===== config.mk =====
export PLATFORM = sky130hd
export DESIGN_NAME = soc2_ram_tester
export DESIGN_NICKNAME = d
export VERILOG_FILES = /design/src/rtl/soc2_ram_tester.sv
export SDC_FILE = /design/constraint.sdc
export NUM_CORES = 1
export LEC_CHECK = 0
export BUFFER_PORTS_ARGS = -buffer_cell sky130_fd_sc_hd__buf_4
export CAP_MARGIN = 20
export CORE_MARGIN = 1
export CORE_UTILIZATION = 45
export CTS_CLUSTER_SIZE = 10
export DETAILED_ROUTE_END_ITERATION = 8
export HOLD_SLACK_MARGIN = 0.1
export MAX_ROUTING_LAYER = met4
export PLACE_DENSITY = 0.74
export SYNTH_ARGS = -nofsm -noshare
export SYNTH_HDL_FRONTEND = slang
export SYNTH_SLANG_ARGS = --single-unit
export TNS_END_PERCENT = 5

===== constraint.sdc =====
create_clock -name clk -period 3 [get_ports clk]
set_input_delay 0 -clock clk [delete_from_list [all_inputs] [get_ports clk]]
set_output_delay 0 -clock clk [all_outputs]
set_load 0.02 [all_outputs]

===== src/rtl/soc2_ram_tester.sv =====
// Avalon-MM self-test master for the SoC2 512x32 RAM: FILL writes seed+i, VERIFY reads back and counts mismatches.
// Latency: first command the cycle after start; done one cycle after the last write accept / last readdatavalid.
// Backpressure: commands held stable under avm_waitrequest; reads throttled to MAX_OUT outstanding.
module soc2_ram_tester #(
  parameter int ADDR_W  = 11,
  parameter int LEN_W   = 10,
  parameter int MAX_OUT = 4
) (
  input  logic              clk,
  input  logic              reset_n,
  input  logic              start,
  input  logic              op,
  input  logic [ADDR_W-1:0] base,
  input  logic [LEN_W-1:0]  len,
  input  logic [31:0]       seed,
  output logic              busy,
  output logic              done,
  output logic [LEN_W-1:0]  err_count,
  output logic              first_err_valid,
  output logic [ADDR_W-1:0] first_err_addr,
  output logic [ADDR_W-1:0] avm_address,
  output logic [3:0]        avm_byteenable,
  output logic              avm_read,
  output logic              avm_write,
  output logic [31:0]       avm_writedata,
  input  logic              avm_waitrequest,
  input  logic [31:0]       avm_readdata,
  input  logic              avm_readdatavalid
);

  localparam logic [2:0] S_IDLE  = 3'd0;
  localparam logic [2:0] S_FILL  = 3'd1;
  localparam logic [2:0] S_READ  = 3'd2;
  localparam logic [2:0] S_DRAIN = 3'd3;
  localparam logic [2:0] S_DONE  = 3'd4;

  localparam logic [2:0] MAX_OUT_C = 3'(MAX_OUT);

  logic [2:0]        state, state_nxt;
  logic [ADDR_W-1:0] base_q;
  logic [LEN_W-1:0]  len_q;
  logic [31:0]       seed_q;
  logic [LEN_W-1:0]  cmd_idx;
  logic [LEN_W-1:0]  rsp_idx;
  logic [2:0]        outstanding, outstanding_nxt;

  logic              start_go;
  logic              wr_cmd, rd_cmd;
  logic              cmd_acc, rd_acc;
  logic              last_cmd;
  logic              rsp_ok, rsp_bad;
  logic [ADDR_W-1:0] cmd_addr, rsp_addr;
  logic [31:0]       cmd_data, exp_data;

  assign start_go = (state == S_IDLE) && start;

  // Word index to byte address wraps naturally at the ADDR_W boundary.
  assign cmd_addr = base_q + ADDR_W'({cmd_idx, 2'b00});
  assign rsp_addr = base_q + ADDR_W'({rsp_idx, 2'b00});
  assign cmd_data = seed_q + 32'(cmd_idx);
  assign exp_data = seed_q + 32'(rsp_idx);

  assign wr_cmd   = (state == S_FILL);
  assign rd_cmd   = (state == S_READ) && (outstanding < MAX_OUT_C);
  assign cmd_acc  = (wr_cmd || rd_cmd) && !avm_waitrequest;
  assign rd_acc   = rd_cmd && !avm_waitrequest;
  assign last_cmd = (cmd_idx == len_q - LEN_W'(1));

  // Responses only count while a read is actually owed; strays are dropped.
  assign rsp_ok  = avm_readdatavalid && ((state == S_READ) || (state == S_DRAIN)) && (outstanding != 3'd0);
  assign rsp_bad = rsp_ok && (avm_readdata != exp_data);

  // Bus outputs are pure decodes of state so reset clears them immediately.
  assign avm_write      = wr_cmd;
  assign avm_read       = rd_cmd;
  assign avm_address    = (wr_cmd || rd_cmd) ? cmd_addr : '0;
  assign avm_byteenable = (wr_cmd || rd_cmd) ? 4'hF : 4'h0;
  assign avm_writedata  = wr_cmd ? cmd_data : 32'h0;
  assign busy           = (state == S_FILL) || (state == S_READ) || (state == S_DRAIN);
  assign done           = (state == S_DONE);

  // Outstanding read tracker: simultaneous accept and response cancel out.
  always_comb begin
    outstanding_nxt = outstanding;
    if (rd_acc && !rsp_ok) begin
      outstanding_nxt = outstanding + 3'd1;
    end else if (!rd_acc && rsp_ok) begin
      outstanding_nxt = outstanding - 3'd1;
    end
  end

  // Next-state decode; DRAIN looks at the post-update count so done lands one cycle after the last response.
  always_comb begin
    state_nxt = state;
    case (state)
      S_IDLE: begin
        if (start) begin
          if (len == '0) state_nxt = S_DONE;
          else           state_nxt = op ? S_READ : S_FILL;
        end
      end
      S_FILL:  if (cmd_acc && last_cmd) state_nxt = S_DONE;
      S_READ:  if (rd_acc && last_cmd)  state_nxt = S_DRAIN;
      S_DRAIN: if (outstanding_nxt == 3'd0) state_nxt = S_DONE;
      S_DONE:  state_nxt = S_IDLE;
      default: state_nxt = S_IDLE;
    endcase
  end

  // State register.
  always_ff @(posedge clk or negedge reset_n) begin
    if (!reset_n) state <= S_IDLE;
    else          state <= state_nxt;
  end

  // Operation parameters captured on an accepted start; low address bits are forced to word alignment.
  always_ff @(posedge clk or negedge reset_n) begin
    if (!reset_n) begin
      base_q <= '0;
      len_q  <= '0;
      seed_q <= '0;
    end else if (start_go) begin
      base_q <= base & ~ADDR_W'(3);
      len_q  <= len;
      seed_q <= seed;
    end
  end

  // Command/response indices and outstanding count.
  always_ff @(posedge clk or negedge reset_n) begin
    if (!reset_n) begin
      cmd_idx     <= '0;
      rsp_idx     <= '0;
      outstanding <= '0;
    end else if (start_go) begin
      cmd_idx     <= '0;
      rsp_idx     <= '0;
      outstanding <= '0;
    end else begin
      if (cmd_acc) cmd_idx <= cmd_idx + LEN_W'(1);
      if (rsp_ok)  rsp_idx <= rsp_idx + LEN_W'(1);
      outstanding <= outstanding_nxt;
    end
  end

  // Result registers: cleared on start, updated per mismatching response, first failing address latched once.
  always_ff @(posedge clk or negedge reset_n) begin
    if (!reset_n) begin
      err_count       <= '0;
      first_err_valid <= 1'b0;
      first_err_addr  <= '0;
    end else if (start_go) begin
      err_count       <= '0;
      first_err_valid <= 1'b0;
      first_err_addr  <= '0;
    end else if (rsp_bad) begin
      err_count <= err_count + LEN_W'(1);
      if (!first_err_valid) begin
        first_err_valid <= 1'b1;
        first_err_addr  <= rsp_addr;
      end
    end
  end

endmodule

==> impl_metrics.ini <==
[run_status]
status = finished with violations
violations = negative setup slack

[final_layout]
multi_input_area_um2 = 5223
drive_above_1_share = 0.2732
nets = 1374
final-seq-area_um2 = 2427
final_cell_mix = buf_4, nand2_1, dfrtp_1
antenna_cells = 0
n_fill_cell = 1463
area_growth_pct = 40.15
final_cell_area_um2 = 10920
layout.cells.most_common = buf_4

[placement]
io_buffers = 157
placed_area_um2 = 9697
hpwl_um = 18300
gp_congestion = 0.9667

[timing]
drv_slew = 0
finalSetupViolCount = 21
worst_slack_ns = -0.3081
min_period_ns = 3.308
tns_ns = -4.177
clock.fmax_mhz = 302.3
rsz0062_at_grt = true
hold_viol = 0
post-route-period-util = 1.103
worstMarginPinSlew_ns = 0.8965
finClkSkew_ns = 0.01135
slew_headroom = 0.4023

[synthesis]
syn_area_um2 = 7791
ys_seq_area_frac = 0.3115
yosysUniqueCellTypes = 80
synth_seq_cells = 97
synth_warnings = 0
netlist_instances = 961
async_flop_share = 1.000
syn_avg_cell_area_um2 = 8.107
synth-main-ff-cell = dfrtp_1
synth_edf_count = 0

[worst_setup_path]
critPathCaptureType = register
crit_slowest_cell = or4_4
cp.arrival_ns = 3.60
crit_fanout = 7
cp_num_buf_inv = 1
path_class = register to register
slowest_delay_ns = 0.48
cp_cell_sequence = ha_4, fa_2, a21o_1, a41o_1, o311a_4, and2_4, a32oi_1, nor3_2, and4_4, buf_8, or4_4, a21oi_2
required_ns = 3.29
cp-start-kind = register
path_delay_family = compound AO/OA/AOI/OAI gates

[floorplan]
initial_core_util = 0.4649
num_io_pins = 164
die-area_um2 = 17840
rows = 47
die_x_um = 133.6
die_y_um = 133.6
core_um2 = 16760

[clock_network]
htreeDepth = 3
cts_root_buffer = clkbuf_16
clk_path_buf_depth = 2
cts_made_buffers = 9
clkLatencyLatePin_ns = 0.36
cts.clk_slew.worst_paths_ns = 0.08
cts_tree = yes
cts_sinks = 97

[global_routing]
grt_pass1_wl_um = 39200
antenna_found_initial = 0
grt_max_degree = 68
grt-ovfl-total = 0
track_usage = 0.2874
grt_pass1_vias = 7684

[route]
dr.pass1.iters = 5
ant_nets = 0
drt-total-wl_um = 24810
route.detailed.drc = 0
via_count = 7961
via_per_inst = 5.449
wl_per_cell_um = 16.98
drtIter0Drc = 636

[power]
powerDensity_nw_per_um2 = 840.8
ir_worst_vdd_mv = 0.6078
total_leakage_power_nw = 5.212
power_mw = 9.181

[run]
cap_violations = 0

[min_path]
hold_path_class = primary input to register
==> cell families (layout without fill, tap and decap cells) <==
| family | after synthesis | in the layout | synth area share |
|---|---|---|---|
| simple gates | 435 | 436 | 0.2651 |
| compound gates | 162 | 162 | 0.1375 |
| xor+xnor | 116 | 116 | 0.1304 |
| flops | 97 | 97 | 0.3115 |
| buf+inv | 86 | 362 | 0.05364 |
| fa+ha+maj | 47 | 47 | 0.07933 |
| mux | 17 | 17 | 0.02200 |
| other cells | 1 | 4 | 0.0004813 |
==> state kept, by name, indices dropped and copies added (netlist names) <==
| name | flops |
|---|---|
| first_err_addr | 9 |
| len_q | 10 |
| seed_q | 32 |
| state | 3 |
| base_q | 9 |
| err_count | 10 |
| rsp_idx | 10 |
| first_err_valid | 1 |
| outstanding | 3 |
| cmd_idx | 10 |
==> worst min-delay path: cells and delay by family <==
family	cells	cell delay, ns
AO/OA/AOI/OAI	1	0.08
buffers and inverters	2	0.29
AND/OR/NAND/NOR	1	0.13
==> synth_stat cells (7+ instances only) <==
master	n	share of area
o21ai_0	34	0.022
or3_1	11	0.0088
ha_1	43	0.069
buf_4	11	0.011
and3_1	11	0.0088
nor2_1	83	0.040
nand3_1	29	0.019
clkbuf_1	31	0.015
inv_1	29	0.014
and4_1	9	0.010
o21bai_1	8	0.0077
nor4_1	9	0.0072
a21o_1	13	0.013
xnor2_1	70	0.079
o31ai_1	10	0.0096
mux2i_1	16	0.021
and2_1	9	0.0072
buf_2	7	0.0045
nor3_1	10	0.0064
a21oi_1	45	0.029
dfrtp_1	97	0.31
nand2_1	202	0.097
nand4_1	19	0.015
xor2_1	46	0.052
==> power by group <==
part	switching, mW	total (mW)	leakage [nW]	internal (mW)
sequential	0.576	2.35	1.26	1.77
clock	0.580	1.25	0.150	0.670
combinational	3.17	5.58	3.80	2.41
total	4.32	9.18	5.21	4.86
==> metrics by stage <==
| stage | instances | utilization | hold WS [ns] | setup slack (ns) |
|---|---|---|---|---|
| global placement | 1380 | 0.5786 | 0.1754 | -0.2873 |
| global route | 1461 | 0.6515 | 0.2023 | -0.3912 |
| detailed placement | 1380 | 0.5786 | 0.1781 | -0.3231 |
| finish | 1461 | 0.6515 | 0.1859 | -0.3081 |
| floorplan | 964 | - | -0.2956 | -0.1113 |
| CTS | 1459 | 0.6396 | 0.1610 | -0.2692 |
==> worst paths after layout <==
path                                   to  slack, ns  cells after the start               from
setup / recovery             err_count[8]      -0.31                     12         rsp_idx[0]
max in group asynchronous      seed_q[10]       2.01                      3            reset_n
hold / removal                 rsp_idx[1]       0.19                      4  avm_readdatavalid
setup reg to reg             err_count[8]      -0.31                     12         rsp_idx[0]
min in group asynchronous  outstanding[0]       0.29                      2            reset_n
hold reg to reg                  len_q[9]       0.50                      2           len_q[9]
==> layout make-up <==
type | instances | area share
repair buffers | 317 | 0.2355
well taps | 220 | 0.02521
multi-input cells | 782 | 0.4783
flip-flops and latches | 97 | 0.2223
clock buffers | 10 | 0.02097
clock inverters | 6 | 0.007792
inverters | 29 | 0.009969
==> routing by layer <==
layer	GRT usage	vias up	wire, µm
met5	-	-	0
met4	0.09533	0	539
met3	0.03349	41	1246
met2	0.4476	261	11670
met1	0.3883	3803	11350
li1	-	3856	-
==> what timing repair did <==
item | in CTS | in global routing
gates cloned | 0 | 1
endpoints found under the setup margin | 42 | 42
pin swaps | 21 | 34
endpoints found under the hold margin | 124 | 0
hold buffers | 56 | 0
buffers inserted | 7 | 1
resized for setup | 27 | 37
Power figures use the tool's default switching activity.
